**config.mk**
```make
export PLATFORM = sky130hd
export DESIGN_NAME = change_dispenser
export DESIGN_NICKNAME = d
export VERILOG_FILES = /design/src/rtl/chg_pkg.sv /design/src/rtl/chg_gap_timer.sv /design/src/rtl/change_dispenser.sv
export SDC_FILE = /design/constraint.sdc
export NUM_CORES = 1
export LEC_CHECK = 0
export ABC_AREA = 1
export CAP_MARGIN = 25
export CORE_AREA = 4 4 41 43
export CTS_BUF_LIST = sky130_fd_sc_hd__clkbuf_8
export DETAILED_ROUTE_END_ITERATION = 8
export DIE_AREA = 0 0 45 47
export DONT_BUFFER_PORTS = 1
export PLACE_DENSITY = 0.76
export SYNTH_ARGS = -nofsm -noshare
export SYNTH_HDL_FRONTEND = slang
export SYNTH_SLANG_ARGS = --single-unit
```
**constraint.sdc**
```tcl
create_clock -name clk -period 2.35 [get_ports clk]
set_clock_uncertainty 0.2 [all_clocks]
set_input_delay 0.5875 -clock clk [delete_from_list [all_inputs] [get_ports clk]]
set_output_delay 0.5875 -clock clk [all_outputs]
set_load 0.01 [all_outputs]
```
**src/rtl/chg_pkg.sv**
```systemverilog
// chg_pkg: shared state encoding, coin values and sizing helper for the
// change dispenser (change_dispenser and chg_gap_timer).
package chg_pkg;

   // Payout FSM states
   typedef enum logic [1:0] {
      ST_IDLE,
      ST_EMIT,
      ST_GAP,
      ST_DONE
   } chg_state_e;

   // Coin values in 10-yen units
   localparam int unsigned FIF_UNITS = 5;
   localparam int unsigned TEN_UNITS = 1;

   // Bits needed to hold 0..max_val; never less than one bit
   function automatic int unsigned cnt_width(input int unsigned max_val);
      return (max_val < 2) ? 1 : $clog2(max_val + 1);
   endfunction

endpackage

```
**src/rtl/chg_gap_timer.sv**
```systemverilog
// chg_gap_timer: idle-gap counter between coin pulses. A load sets the
// count to GAP-1; while enabled it counts down to zero and holds there.
// zero_o flags that the gap has elapsed.
module chg_gap_timer
   import chg_pkg::*;
#(
   parameter int GAP = 2
) (
   input  logic clk,
   input  logic rst,
   input  logic load_i,
   input  logic en_i,
   output logic zero_o
);

   localparam int unsigned   TW       = cnt_width(GAP);
   localparam logic [TW-1:0] LOAD_VAL = TW'(GAP - 1);

   logic [TW-1:0] cnt_q;
   logic [TW-1:0] cnt_d;

   // Next count: load has priority, otherwise count down and stop at zero
   always_comb begin
      cnt_d = cnt_q;
      if (load_i) begin
         cnt_d = LOAD_VAL;
      end else if (en_i && (cnt_q != '0)) begin
         cnt_d = cnt_q - 1'b1;
      end
   end

   // Counter register with synchronous reset
   always_ff @(posedge clk) begin
      if (rst) begin
         cnt_q <= '0;
      end else begin
         cnt_q <= cnt_d;
      end
   end

   assign zero_o = (cnt_q == '0);

endmodule

```
**src/rtl/change_dispenser.sv**
```systemverilog
// change_dispenser: pays out a change amount (10-yen units) as single-cycle
// coin pulses, greedy 50-yen first then 10-yen, with GAP idle cycles between
// pulses and a one-cycle done pulse after the last coin.
// Optional feature macro CHG_STOCK_EN: finite 50-yen stock (FIF_STOCK coins
// loaded at reset); once exhausted the remainder is paid in 10-yen coins.
module change_dispenser
   import chg_pkg::*;
#(
   parameter int AW        = 4,
   parameter int GAP       = 2,
   parameter int FIF_STOCK = 3
) (
   input  logic          clk,
   input  logic          rst,
   input  logic          req_valid,
   input  logic [AW-1:0] req_amount,
   output logic          req_ready,
   output logic          ten_out,
   output logic          fif_out,
   output logic          busy,
   output logic          done
);

   // Parameter legality: remainder must hold a 50-yen value, at least one
   // gap cycle, non-negative stock
   if ((AW < 3) || (GAP < 1) || (FIF_STOCK < 0)) begin : g_param_check
      $error("change_dispenser: need AW>=3, GAP>=1, FIF_STOCK>=0");
   end

   localparam logic [AW-1:0] FIF_A = AW'(FIF_UNITS);
   localparam logic [AW-1:0] TEN_A = AW'(TEN_UNITS);

   chg_state_e    state_q;
   chg_state_e    state_d;
   logic [AW-1:0] rem_q;
   logic [AW-1:0] rem_d;
   logic [AW-1:0] rem_sub;
   logic          tmr_load;
   logic          tmr_en;
   logic          tmr_zero;
   logic          fif_avail;

   chg_gap_timer #(
      .GAP (GAP)
   ) u_gap_timer (
      .clk    (clk),
      .rst    (rst),
      .load_i (tmr_load),
      .en_i   (tmr_en),
      .zero_o (tmr_zero)
   );

`ifdef CHG_STOCK_EN
   localparam int unsigned SW = cnt_width(FIF_STOCK);

   logic [SW-1:0] stock_q;
   logic [SW-1:0] stock_d;

   // One 50-yen coin leaves the stock per fif_out pulse
   always_comb begin
      stock_d = stock_q;
      if (fif_out && (stock_q != '0)) begin
         stock_d = stock_q - 1'b1;
      end
   end

   // Stock register, refilled only by reset
   always_ff @(posedge clk) begin
      if (rst) begin
         stock_q <= SW'(FIF_STOCK);
      end else begin
         stock_q <= stock_d;
      end
   end

   assign fif_avail = (stock_q != '0);
`else
   assign fif_avail = 1'b1;
`endif

   // FSM next state, remainder update and output decode
   always_comb begin
      state_d   = state_q;
      rem_d     = rem_q;
      rem_sub   = rem_q;
      req_ready = 1'b0;
      ten_out   = 1'b0;
      fif_out   = 1'b0;
      busy      = 1'b0;
      done      = 1'b0;
      tmr_load  = 1'b0;
      tmr_en    = 1'b0;

      unique case (state_q)
         ST_IDLE: begin
            req_ready = 1'b1;
            if (req_valid) begin
               rem_d   = req_amount;
               state_d = (req_amount == '0) ? ST_DONE : ST_EMIT;
            end
         end

         ST_EMIT: begin
            busy = 1'b1;
            if ((rem_q >= FIF_A) && fif_avail) begin
               fif_out = 1'b1;
               rem_sub = rem_q - FIF_A;
            end else if (rem_q >= TEN_A) begin
               ten_out = 1'b1;
               rem_sub = rem_q - TEN_A;
            end
            rem_d = rem_sub;
            if (rem_sub == '0) begin
               state_d = ST_DONE;
            end else begin
               state_d  = ST_GAP;
               tmr_load = 1'b1;
            end
         end

         ST_GAP: begin
            busy = 1'b1;
            if (tmr_zero) begin
               state_d = ST_EMIT;
            end else begin
               tmr_en = 1'b1;
            end
         end

         ST_DONE: begin
            done    = 1'b1;
            state_d = ST_IDLE;
         end

         default: begin
            state_d = ST_IDLE;
         end
      endcase
   end

   // State and remainder registers; reset abandons any payout in progress
   always_ff @(posedge clk) begin
      if (rst) begin
         state_q <= ST_IDLE;
         rem_q   <= '0;
      end else begin
         state_q <= state_d;
         rem_q   <= rem_d;
      end
   end

endmodule
```
* After elaboration in Yosys (flattened, before gate mapping)
Index checks and enable logic that the tools add are counted.
** Operators by class
- Add/subtract/negate cells :: 3
- Order comparisons :: 2
- $mul :: 0
- Equality and inequality tests :: 5
- Muxes and demuxes :: 24
- Reduce and logical (&&, ||, !) cells :: 12
- Div/mod/pow operators :: 0
- Shift operators :: 0
- Bitwise operators :: 0
** Operators with widths (count)
- $mux 4 :: 4
- $mux 1 :: 15
- $logic_not 4->1 :: 2
- $pmux 2 s4 :: 1
- $pmux 4 s2 :: 1
- $mux 2 :: 3
- $reduce_bool 2->1 :: 3
- $eq 2x2->1 const B :: 2
- $ge 4x1->1 const B :: 1
- $ge 4x3->1 const B :: 1
- $logic_not 2->1 :: 2
- $ne 2x2->1 const B :: 2
- $reduce_and 2->1 :: 2
- $reduce_or 2->1 :: 2
- $sub 4x1->4 const B :: 1
- $sub 4x3->4 const B :: 1
- $eq 2x1->1 const B :: 1
- $sub 2x1->2 const B :: 1
- $logic_and 1x1->1 :: 1
** Storage, ports and cells
- Input bits :: 7
- Bits in latches :: 0
- Memories kept :: 0
- RAM bits :: 0
- Bits in read-only memories :: 0
- Bits in registers :: 8
- Word-level logic and storage cells :: 50
- Output and inout bits :: 5

* Depth between registers and ports, before layout
- Word-level depth :: 8
- Mapped depth :: 12
- Depth with buffers taken out :: 12

* Cells and area by module
Synthesis repeated with hierarchy kept, for this count alone.
** Second synthesis, totals
- Cell total of the unflattened synthesis :: 101
- Area, all modules :: 678.2 sq um
** By module, submodules not included
- change_dispenser :: cells an instance 84, area an instance 560.5 sq um, seq. area each 120.1 sq um, instances 1
- chg_gap_timer :: cells an instance 17, area an instance 117.6 sq um, seq. area each 40.0 sq um, instances 1

* Least setup slack after synthesis
No wires, ideal clock.
- Path type :: reg2out
- From :: reg rem_q[1]
- To :: out fif_out
- Path buffers :: 0
- Cell stages (with the launch flop) :: 7
- Setup slack :: 487 ps
- Data required time :: 1562 ps
- Arrival time :: 1075 ps
- Cell sequence :: dfxtp_1 > inv_1 > ha_1 > inv_1 > a31oi_1 > inv_1 > nor2_1
** Between the ends
- Word-level cells in the longest chain between the ends :: 3
** Ends and longest elaborated chain
- start, declared :: RTL line change_dispenser.sv:35 : logic [AW-1:0] rem_q;
- start signal, assigned :: RTL line change_dispenser.sv:148 : rem_q <= rem_d;
- $ge 4x3->1 :: RTL line change_dispenser.sv:105 : if ((rem_q >= FIF_A) && fif_avail) begin
- $mux 1 :: RTL line change_dispenser.sv:105
- $mux 1 :: RTL line change_dispenser.sv:94 : unique case (state_q)
- end, declared :: RTL line change_dispenser.sv:19 : output logic fif_out,
Every way passes these cells.

* Final worst setup path
- From :: reg rem_q[0]
- To :: out fif_out
Same word-level chain as after synthesis.

==> flow_summary.ini <==
[run_status]
outcome = complete, no violations

[worst_setup_path]
worst_r2r_endpoint = rem_q[0]
critPathKind = reg2out
cp-endpoint = fif_out
path_cells = inv_2 > ha_1 > a31oi_1 > inv_1 > nor2_1
rrSetupSlack_ns = 0.61
r2r_cells = 5
cp-end-kind = output port
crit_fanout = 5
r2r_start = state_q[0]
worstPathArrival_ns = 1.46
crit_family = flip-flops
cp-start-kind = flop
cp_slowest_cell = dfxtp_1
worst-path-buf-inv = 2
crit_cells = 5
critPathMaxStageDelay_ns = 0.40
cp.required_ns = 1.56
startpoint = rem_q[0]

[yosys]
synth_top_area_share_pct = 24.2
synthTopCellsByCount = nand2_1 (18), inv_1 (11), dfxtp_1 (8)
synth_edf_count = 0
synth_ff_type = dfxtp_1
yosysSeqAreaShare_pct = 24.2
synth.cell_area_sq_um = 662
synth_top_area_cell = dfxtp_1
synthTopCellsByArea = dfxtp_1 (24%), ha_1 (13%), nand2_1 (10%)
syn_nets = 112
synth_seq_cells = 8
postSynth.asyncResetShare_pct = 0
yosysWarnings = 0
synthMostInstantiatedCell = nand2_1
yosysUniqueCellTypes = 20
syn_area_per_cell_sq_um = 6.75
synthCells = 98

[floorplan]
die_h_um = 47
coreArea_sq_um = 1300
die_w_um = 45
rows = 13
die_area_sq_um = 2120
initial_core_util_pct = 50.9
num_io_pins = 12

[cells_and_area]
n_antenna_cell = 0
nFillCells = 142
layout.nets = 116
drive_above_1_share_pct = 24.0
area_growth_pct = 7.75

[sta]
rsz0062_at_grt = no
slew_headroom_pct = 78.5
hold_violations = 0
setup_viol_count_final = 0
period_needed_ns = 2.25
drv_slew = 0
finalCritPeriodShare_pct = 95.8
max_freq_mhz = 444
hold_slack_ns = 0.228
max_slew.worst_pin.slew_ns = 0.323
tns_ns = 0

[global_route]
grt_pass1_wl_um = 2170
first_global_vias = 547
track_usage_pct = 14.1
grt_overflow_total = 0
grt_max_degree = 9
antenna_found_initial = 0

[routing]
wl_um = 1260
dr.pass1.iters = 4
vias = 612
wire_per_inst_um = 11.0
drt-initial-drc-count = 12
final_antenna_net_count = 0
vias_per_cell = 5.32
drc = 0

[pwr]
power_density_nw_per_um2 = 1700
vdd_drop_max_uv = 968
leakage_nw = 0.327

[cts]
cts_setup_buffers = 0
cts_buffer_depth = 2
htreeDepth = 1
ctsResizeCount = 0
cts_made_buffers = 3
cts.sinks = 8
cts_tree = done
cts-root-buf = clkbuf_8
cts-hold-fix-buffers = 0
clk_latency_ns = 0.23
path_clk_slew_ns = 0.04

[place]
gp_congestion = 0.773
io_buffers = 0
hpwl_um = 981

[job]
cap_violations = 0

[hold_path]
hp-class = in2reg
layer usage:
| layer | wire (um) | vias to the layer above | GRT usage (%) |
|---|---|---|---|
| met5 | 0 | - | 0 |
| met4 | 19 | 0 | 10.5 |
| met3 | 92 | 2 | 2.30 |
| met2 | 548 | 30 | 20.3 |
| met1 | 601 | 260 | 18.8 |
| li1 | - | 320 | - |
worst min-delay path by stage:
stage	start	to	slack, ns	depth (start not counted)
after global routing	rst	u_gap_timer.cnt_q[0]	0.22	1
after detailed placement	u_gap_timer.cnt_q[1]	u_gap_timer.cnt_q[1]	0.30	2
after CTS	rst	u_gap_timer.cnt_q[0]	0.22	1
after global placement	u_gap_timer.cnt_q[1]	u_gap_timer.cnt_q[1]	0.29	2
after floorplan	u_gap_timer.cnt_q[1]	u_gap_timer.cnt_q[1]	0.28	2
final	rst	u_gap_timer.cnt_q[0]	0.23	1
flip-flops by register name, summed over array words and instances, names as in the netlist:
register           flops
rem_q                  4
state_q                2
u_gap_timer.cnt_q      2
layout make-up:
class / count / area [sq um] / share of cell area (%)
inverter: 18 / 67.6 / 9.47
sequential: 8 / 160 / 22.5
clock buffer: 3 / 41.3 / 5.79
multi-input combinational: 71 / 425 / 59.6
tap: 15 / 18.8 / 2.63
placed cells by master (no fill, tap or decap):
master,Yosys,routed
a211oi_1,1,1
a21oi_1,6,6
a21oi_2,1,1
a31oi_1,5,5
clkbuf_8,0,3
dfxtp_1,8,8
ha_1,7,6
ha_2,0,1
inv_1,11,11
inv_2,7,7
nand2_1,18,18
nand2_2,6,6
nand3_1,4,4
nand3b_1,1,1
nor2_1,7,7
nor2_2,3,3
nor2_4,2,2
o21ai_0,3,3
o21ai_1,5,5
o21ai_2,1,1
xor2_1,1,1
power by group:
| group | total, mW | internal, mW | leakage, nW | switching, mW |
|---|---|---|---|---|
| clock | 0.163 | 0.111 | 0.0216 | 0.0526 |
| sequential | 0.269 | 0.194 | 0.0661 | 0.0743 |
| combinational | 0.781 | 0.276 | 0.239 | 0.505 |
through the flow:
step	total power [mW]	setup slack, ns	utilization (%)	cells	cell area [sq um]
2_1_floorplan	0.927	0.487	-	98	662
3_3_place_gp	1.02	0.386	51.4	112	669
3_5_place_dp	1.03	0.360	51.4	112	669
4_1_cts	1.20	0.105	54.6	115	711
5_1_grt	1.32	0.00909	54.8	115	713
6_report	1.21	0.0977	54.8	115	713
worst reg2reg max path: stages (launching register included):
cell and delay (ns):
dfxtp_1 0.40, ha_1 0.36, inv_2 0.12, o21ai_2 0.30, o21ai_0 0.13, a31oi_1 0.15
cells by family after synthesis:
group	share of synthesized area, %
AOI/OAI and AO/OA	19.1
xor gates and xnor gates	1.32
adders and majority gates	13.2
buffers and inverters	11.9
DFF	24.2
and+or+nand+nor	30.2
No activity file was read; power rests on OpenSTA's default activity.
